### src/rtl/fifo_pkg.sv
// Shared types for the FIFO read-side streamer.
package fifo_pkg;

  typedef enum logic [1:0] {
    IDLE  = 2'd0,
    RUN   = 2'd1,
    DRAIN = 2'd2
  } state_e;

  localparam int BUF_DEPTH  = 2;
  localparam int DATA_W_DEF = 8;

  typedef logic [DATA_W_DEF-1:0] data_t;

endpackage

### src/rtl/fifo_skid_buf.sv
// Two-entry register buffer: push at tail, pop at head, head always registered.
module fifo_skid_buf
  import fifo_pkg::*;
#(
  parameter int DATA_W = 8
) (
  input  logic              clk,
  input  logic              rst,
  input  logic              push_i,
  input  logic [DATA_W-1:0] push_data_i,
  input  logic              pop_i,
  output logic [1:0]        occ_o,
  output logic              head_vld_o,
  output logic [DATA_W-1:0] head_data_o
);

  logic [DATA_W-1:0] head_q, head_d;
  logic [DATA_W-1:0] tail_q, tail_d;
  logic [1:0]        occ_q, occ_d;
  logic              pop_ok;

  // A pop is only honoured when the head holds a word.
  assign pop_ok = pop_i && (occ_q != 2'd0);

  // Next-state: shift tail into head on pop, place pushed word in first free slot.
  always_comb begin
    head_d = head_q;
    tail_d = tail_q;
    occ_d  = occ_q;
    unique case ({push_i, pop_ok})
      2'b10: begin
        if (occ_q == 2'd0) begin
          head_d = push_data_i;
          occ_d  = 2'd1;
        end else if (occ_q == 2'd1) begin
          tail_d = push_data_i;
          occ_d  = 2'd2;
        end
      end
      2'b01: begin
        head_d = tail_q;
        occ_d  = occ_q - 2'd1;
      end
      2'b11: begin
        // Simultaneous push/pop keeps order; occupancy unchanged.
        if (occ_q == 2'd1) begin
          head_d = push_data_i;
        end else begin
          head_d = tail_q;
          tail_d = push_data_i;
        end
      end
      default: ;
    endcase
  end

  // Buffer storage registers.
  always_ff @(posedge clk) begin
    if (rst) begin
      head_q <= '0;
      tail_q <= '0;
      occ_q  <= 2'd0;
    end else begin
      head_q <= head_d;
      tail_q <= tail_d;
      occ_q  <= occ_d;
    end
  end

  assign occ_o       = occ_q;
  assign head_vld_o  = (occ_q != 2'd0);
  assign head_data_o = head_q;

  logic unused_depth;
  assign unused_depth = (BUF_DEPTH == 2);

endmodule

### src/rtl/fifo_rd_streamer.sv
// Drains a registered-read FIFO into a valid/ready stream with burst last flags.
module fifo_rd_streamer
  import fifo_pkg::*;
#(
  parameter int DATA_W    = 8,
  parameter int BURST_LEN = 4
) (
  input  logic              clk,
  input  logic              rst,
  input  logic              en,
  input  logic              fifo_empty,
  output logic              fifo_rd_en,
  input  logic [DATA_W-1:0] fifo_rd_data,
  output logic              m_valid,
  input  logic              m_ready,
  output logic [DATA_W-1:0] m_data,
  output logic              m_last,
  output logic [7:0]        beat_cnt,
  output logic              busy
);

  localparam logic [7:0] LAST_CNT = 8'(BURST_LEN - 1);

  state_e     state_q, state_d;
  logic       inflight_q;
  logic [7:0] beat_cnt_q, beat_cnt_d;
  logic [1:0] occ;
  logic       pop;
  logic [2:0] pending;

  assign pop = m_valid && m_ready;

  // Words that will occupy the buffer after this edge if no new read is issued.
  assign pending = {1'b0, occ} + {2'b0, inflight_q} - {2'b0, pop};

  assign fifo_rd_en = (state_q == RUN) && !fifo_empty && (pending < 3'd2);

  fifo_skid_buf #(.DATA_W(DATA_W)) u_buf (
    .clk         (clk),
    .rst         (rst),
    .push_i      (inflight_q),
    .push_data_i (fifo_rd_data),
    .pop_i       (pop),
    .occ_o       (occ),
    .head_vld_o  (m_valid),
    .head_data_o (m_data)
  );

  assign m_last = m_valid && (beat_cnt_q == LAST_CNT);
  assign busy   = (occ != 2'd0) || inflight_q;

  // Next-state: IDLE waits for en, RUN issues reads, DRAIN empties what is in flight.
  always_comb begin
    state_d    = state_q;
    beat_cnt_d = beat_cnt_q;
    unique case (state_q)
      IDLE:    if (en) state_d = RUN;
      RUN:     if (!en) state_d = DRAIN;
      DRAIN: begin
        if (en)                                 state_d = RUN;
        else if ((occ == 2'd0) && !inflight_q) state_d = IDLE;
      end
      default: state_d = IDLE;
    endcase
    if (pop) beat_cnt_d = m_last ? 8'd0 : beat_cnt_q + 8'd1;
  end

  // State, read-in-flight marker and burst beat counter.
  always_ff @(posedge clk) begin
    if (rst) begin
      state_q    <= IDLE;
      inflight_q <= 1'b0;
      beat_cnt_q <= 8'd0;
    end else begin
      state_q    <= state_d;
      inflight_q <= fifo_rd_en;
      beat_cnt_q <= beat_cnt_d;
    end
  end

  assign beat_cnt = beat_cnt_q;

endmodule

### config.mk
export PLATFORM = sky130hd
export DESIGN_NAME = fifo_rd_streamer
export DESIGN_NICKNAME = d
export VERILOG_FILES = /design/src/rtl/fifo_pkg.sv /design/src/rtl/fifo_skid_buf.sv /design/src/rtl/fifo_rd_streamer.sv
export SDC_FILE = /design/constraint.sdc
export NUM_CORES = 1
export LEC_CHECK = 0
export CORE_MARGIN = 3
export CORE_UTILIZATION = 53
export DETAILED_ROUTE_END_ITERATION = 10
export PLACE_DENSITY = 0.85
export SYNTH_ARGS = -nofsm -noshare
export SYNTH_HDL_FRONTEND = slang
export SYNTH_HIERARCHICAL = 1
export SYNTH_SLANG_ARGS = --single-unit
### constraint.sdc
create_clock -name clk -period 6.3 [get_ports clk]
set_clock_uncertainty 0.05 [all_clocks]
set_input_delay 0.63 -clock clk [delete_from_list [all_inputs] [get_ports clk]]
set_output_delay 0.63 -clock clk [all_outputs]
set_load 0.05 [all_outputs]
==> results of run 1 <==
-- routing by layer --
| metal | part of all wire, % | GRT usage, % |
|---|---|---|
| met4 | 0.70 | 8.94 |
| met5 | 0 | 0 |
| met2 | 53 | 38.5 |
| met3 | 4.9 | 8.24 |
| met1 | 41 | 23.5 |
-- kinds of logic after synthesis --
kind of cell	Yosys count	synth area share [%]
XOR/XNOR	4	2.44
buffers and inverters	14	5.31
adder cells (fa/ha/maj)	5	4.88
AO/OA/AOI/OAI	30	15.9
flip-flops	29	40.4
multiplexers	8	5.58
AND/OR/NAND/NOR	70	25.4
-- path summary, 6_finish.rpt --
kind                 to  cells after the start
min reg2reg  state_q[0]                      1
max reg2reg  inflight_q                     11
min          state_q[0]                      1
max          fifo_rd_en                     11
-- area by class of cell --
class                      instances  area (sq um)
multi-input combinational        117           779
fill                             199           723
sequential                        29           581
timing repair buffer              32           320
clock buffer                       6          41.3
tap                               30          37.5
inverter                           8          30.0
clock inverter                     2          10.0
-- flip-flops by register name, summed over array words and instances, names as in the netlist --
signal / count
inflight_q: 1
u_buf/occ_o: 2
beat_cnt: 8
state_q: 2
u_buf/head_data_o: 8
u_buf/tail_q: 8
-- through the flow --
| stage | util, % | instances | power [mW] | setup slack (ns) | hold slack [ns] |
|---|---|---|---|---|---|
| 6_report | 71.3 | 224 | 0.340 | 1.58 | 0.432 |
| 3_5_place_dp | 69.3 | 216 | 0.239 | 1.79 | 0.411 |
| 5_1_grt | 71.3 | 224 | 0.357 | 1.30 | 0.452 |
| 3_3_place_gp | 69.3 | 216 | 0.237 | 1.97 | 0.387 |
| 4_1_cts | 71.3 | 224 | 0.344 | 1.56 | 0.428 |
| 2_1_floorplan | - | 160 | 0.220 | 1.44 | 0.372 |
-- cell usage after synthesis, types with 2 or more instances --
library cell / instances / area, sq um
sky130_fd_sc_hd__a311oi_2: 4 / 60.1
sky130_fd_sc_hd__mux2i_1: 8 / 80.1
sky130_fd_sc_hd__inv_1: 8 / 30.0
sky130_fd_sc_hd__a2111oi_1: 2 / 20.0
sky130_fd_sc_hd__nand2_1: 16 / 60.1
sky130_fd_sc_hd__dfxtp_1: 29 / 581
sky130_fd_sc_hd__or3_1: 5 / 31.3
sky130_fd_sc_hd__nand2b_1: 2 / 12.5
sky130_fd_sc_hd__a21oi_1: 6 / 30.0
sky130_fd_sc_hd__and3_1: 2 / 12.5
sky130_fd_sc_hd__nor2_1: 23 / 86.3
sky130_fd_sc_hd__a311oi_1: 2 / 17.5
sky130_fd_sc_hd__ha_1: 4 / 50.1
sky130_fd_sc_hd__a211oi_1: 2 / 15.0
sky130_fd_sc_hd__nand3_1: 9 / 45.0
sky130_fd_sc_hd__xor2_1: 3 / 26.3
sky130_fd_sc_hd__o21ai_0: 9 / 45.0
-- power by group --
part,switching (mW),internal [mW]
Combinational,0.0269,0.0184
Clock,0.0631,0.0424
Sequential,0.00265,0.186
Total,0.0926,0.247
==> flow_summary.toml, run 1 <==
[status]
status = "finished, final reports clean"

[global_route]
vias_in_the_first_global_route = 1283
grt_overflow_total = 0
antenna_found_initial = 0
grt_pass1_wl_mm = 5.63
grt_max_degree = 24
globalRouteTotalUtil_pct = 21.9

[sta]
finalSetupTns_ns = 0
rsz0062_at_grt = "no"
final.period_utilization_pct = 74.9
timing.final.max_slew_violations = 0
max_clock_freq_ghz = 0.212
worst_slew_pin_slew_ns = 0.936
post_layout_minimum_cycle_time_ns = 4.72
slew_headroom_pct = 37.4
timing_hold_violations_final = 0
setup_violations = 0

[layout]
fin_nets = 211
num_antenna_cells = 0
mostFrequentLayoutCells = "sky130_fd_sc_hd__clkdlybuf4s50_1 (32), sky130_fd_sc_hd__dfxtp_1 (29), sky130_fd_sc_hd__nor2_1 (23), sky130_fd_sc_hd__nand2_1 (16)"
finalInstanceArea_sq_um = 1800
most_frequent_standard_cell_in_the_layout_excluding_fill_and_tap_cells = "sky130_fd_sc_hd__clkdlybuf4s50_1"
layout-area-overhead-vs-synth_pct = 25.3
drive_above_1_share_pct = 9.79

[pwr]
power.leakage_nw = 0.642
power_per_cell_area_nw_per_um2 = 189
maximum_vdd_ir_drop_mv = 0.208

[setup_path]
cp_data_required_time_ns = 5.62
cp_data_arrival_time_ns = 4.04
crit_slowest_cell = "sky130_fd_sc_hd__clkdlybuf4s50_1"
critPathMaxStageDelay_ns = 0.88
endpoint_kind_of_the_worst_setup_timing_path = "output port"
critPathBufInv = 4
cp_cell_sequence = "inv_1, ha_1, inv_1, nand2_1, inv_1, ha_1, nand2b_1, fa_1, xor2_1, nor4b_1, clkdlybuf4s50_1"
crit_family = "buffers and inverters"
worst_setup_path_start_kind = "flop"
setup.worst_path.class = "flop to output port"
worst-r2r-setup-slack_ns = 3.17
worst-path-max-fanout = 10
r2r_start = "u_buf/occ_o[1]"
timing.critical_path.from = "u_buf/occ_o[1]"
cp_most_frequent_cell = "sky130_fd_sc_hd__inv_1"

[synth]
syn_inst = 160
synth_edf_count = 0
yosysUniqueCellTypes = 43
yosysSeqAreaShare_pct = 40.4
asyncSetResetFlopFracSynth_pct = 0
synth_flop_cell = "sky130_fd_sc_hd__dfxtp_1"
synth_area_sq_um = 1440
synth_nets = 178
synth-seq-cells = 29
yosys_warnings = 6
avgSynthCellArea_sq_um = 8.98

[routing]
detailedRoute.firstIterationViolations = 40
detail_route.wirelength_mm = 3.30
average_vias_per_placed_instance = 5.72
first_pass_iters = 4
drt_drc_violations_left = 0
drt.antenna.violating_nets = 0
post_drt_wl_per_cell_microns = 14.7
vias = 1282

[floorplan]
core_area_sq_um = 2520
dieHeight_microns = 58.1
starting_density_pct = 56.9
placementRows = 18
ports_placed_on_the_boundary = 33
die-area_sq_um = 3370
die_width_microns = 58.1

[min_path]
min_path_type = "flop to flop"
holdCritStartpoint = "state_q[1]"

[clock_network]
holdBufCountCts = 0
clock_tree.htree_level_count = 2
worst_skew_pair.late_latency_ns = 0.33
cts_tree = "yes"
cts.root.buffer_cell = "sky130_fd_sc_hd__clkbuf_4"
cts_inserted_buffers = 5
clkSlewWorstSetupHoldPaths_ns = 0.09
post-cts-setup-buffer-count = 0
clock_path_buffers = 2
number_of_resized_instances_in_the_post_cts_repair_step = 0
tritoncts_num_sinks = 29

[job]
drv_cap = 0

[place]
globalplace.congestion = 0.774
hpwl_mm = 2.49
port_buffers = 32
placement.cell_area_sq_um = 1750
(Power assumes the default switching activity.)
==> inputs of run 2 (changes only) <==
--- a/config.mk
+++ b/config.mk
@@ -6,9 +6,9 @@
 export NUM_CORES = 1
 export LEC_CHECK = 0
 export CORE_MARGIN = 3
-export CORE_UTILIZATION = 53
+export CORE_UTILIZATION = 44
 export DETAILED_ROUTE_END_ITERATION = 10
-export PLACE_DENSITY = 0.85
+export PLACE_DENSITY = 0.75
 export SYNTH_ARGS = -nofsm -noshare
 export SYNTH_HDL_FRONTEND = slang
 export SYNTH_HIERARCHICAL = 1
==> constraint.sdc (replaced) <==
create_clock -name clk -period 4.3 [get_ports clk]
set_clock_uncertainty 0.05 [all_clocks]
set_input_delay 0.43 -clock clk [delete_from_list [all_inputs] [get_ports clk]]
set_output_delay 0.43 -clock clk [all_outputs]
set_load 0.05 [all_outputs]
==> flow_summary.toml, run 2 (synthesis gave the netlist of run 1 again) <==
[layout]
layout-area-overhead-vs-synth_pct = 28.9
num_antenna_cells = 0
postLayoutCoreUtil_pct = 60.2
drive_above_1_share_pct = 11.3
most_frequent_standard_cell_in_the_layout_excluding_fill_and_tap_cells = "sky130_fd_sc_hd__clkdlybuf4s50_1"
multi_input_area_sq_um = 786
mostFrequentLayoutCells = "sky130_fd_sc_hd__clkdlybuf4s50_1 (31), sky130_fd_sc_hd__dfxtp_1 (29), sky130_fd_sc_hd__nor2_1 (23), sky130_fd_sc_hd__nand2_1 (16)"
fillCellCount = 279
register_area_sq_um = 581
fin_nets = 212

[setup_path]
cp_data_arrival_time_ns = 3.24
worst-r2r-setup-slack_ns = 1.57
cp_cell_sequence = "inv_1, ha_1, inv_1, nand2_1, inv_1, ha_1, nand2b_1, fa_1, xor2_1, nor4b_2, dlymetal6s2s_1"
worst-path-max-fanout = 8
cp_data_required_time_ns = 3.82
worst_setup_path_start_kind = "flop"
setup.worst_path.class = "flop to output port"
cp_most_frequent_cell = "sky130_fd_sc_hd__inv_1"
crit_slowest_cell = "sky130_fd_sc_hd__dlymetal6s2s_1"
critPathMaxStageDelay_ns = 0.46
endpoint_kind_of_the_worst_setup_timing_path = "output port"

[place]
port_buffers = 32
hpwl_mm = 2.27
globalplace.congestion = 0.820

[floorplan]
die_width_microns = 63.1
starting_density_pct = 46.7
dieHeight_microns = 63.1
ports_placed_on_the_boundary = 33
die-area_sq_um = 3990
core_area_sq_um = 3080
placementRows = 20

[sta]
rsz0062_at_grt = "no"
timing.final.max_slew_violations = 0
max_clock_freq_ghz = 0.269
slew_headroom_pct = 38.3
post_layout_minimum_cycle_time_ns = 3.72
final.period_utilization_pct = 86.4
timing_hold_violations_final = 0
worst_slew_pin_slew_ns = 0.922
finalSetupTns_ns = 0
setup_violations = 0

[global_route]
antenna_found_initial = 0
grt_pass1_wl_mm = 5.43
globalRouteTotalUtil_pct = 17.0
grt_overflow_total = 0
grt_max_degree = 24
vias_in_the_first_global_route = 1280

[clock_network]
post-cts-setup-buffer-count = 0
cts_tree = "yes"
worst_skew_pair.late_latency_ns = 0.32
cts_inserted_buffers = 5
clkSlewWorstSetupHoldPaths_ns = 0.09
cts.root.buffer_cell = "sky130_fd_sc_hd__clkbuf_4"
clock_tree.htree_level_count = 2
clock_path_buffers = 2
tritoncts_num_sinks = 29

[pwr]
power_per_cell_area_nw_per_um2 = 286
maximum_vdd_ir_drop_mv = 0.128
power.leakage_nw = 0.676
power_mw = 0.529

[routing]
post_drt_wl_per_cell_microns = 12.7
vias = 1260
detailedRoute.firstIterationViolations = 63
average_vias_per_placed_instance = 5.27
drt.antenna.violating_nets = 0
first_pass_iters = 4
drt_drc_violations_left = 0
detail_route.wirelength_mm = 3.05

[status]
status = "finished, final reports clean"

[min_path]
min_path_type = "flop to flop"

[job]
drv_cap = 0
-- run 2: what timing repair did --
| action | 4_1_cts | 5_1_grt |
|---|---|---|
| hold buffers | 0 | 0 |
| endpoints found under the setup margin | 0 | 1 |
| gates resized for setup | 0 | 1 |
-- run 2: area by class of cell --
type | count | area share (%)
Timing Repair Buffer | 33 | 17.8
Multi-Input combinational cell | 117 | 42.4
Clock buffer | 7 | 3.51
Inverter | 8 | 1.62
Clock inverter | 1 | 0.270
Sequential cell | 29 | 31.4
Tap cell | 44 | 2.97
-- run 2: layer usage --
layer	routed length, microns	global-route usage [%]	part of all wire [%]	vias up
met4	34	6.06	1.1	0
met5	0	0	0	-
met1	1360	18.8	45	588
met3	184	5.70	6.0	4
met2	1470	30.2	48	35
li1	-	-	-	633
-- run 2: power by group --
group	internal [mW]	switching [mW]	total (mW)
clock network	0.0946	0.0908	0.185
registers	0.273	0.00385	0.277
logic	0.0277	0.0393	0.0670
-- run 2: worst paths after layout --
path                 to            from  cells after the start
min reg2reg  state_q[0]      state_q[0]                      1
max reg2reg  inflight_q  u_buf/occ_o[1]                     11
min          state_q[0]      state_q[0]                      1
max          fifo_rd_en  u_buf/occ_o[1]                     11
-- run 2: metrics by stage --
step	setup WS (ns)	hold WS (ns)	cells	area [sq um]
6_report	0.585	0.428	239	1850
5_1_grt	0.373	0.459	239	1850
2_1_floorplan	0.347	0.372	160	1440
3_3_place_gp	0.441	0.387	231	1780
3_5_place_dp	0.363	0.415	231	1780
4_1_cts	0.143	0.430	239	1850
-- run 2: critical path: cells and delay by family, from the launching register on --
kind          cells  cell delay, ns
xor+xnor          1            0.18
flops             1            0.45
buf+inv           4            0.86
simple gates      3            0.51
fa+ha+maj         3            0.91
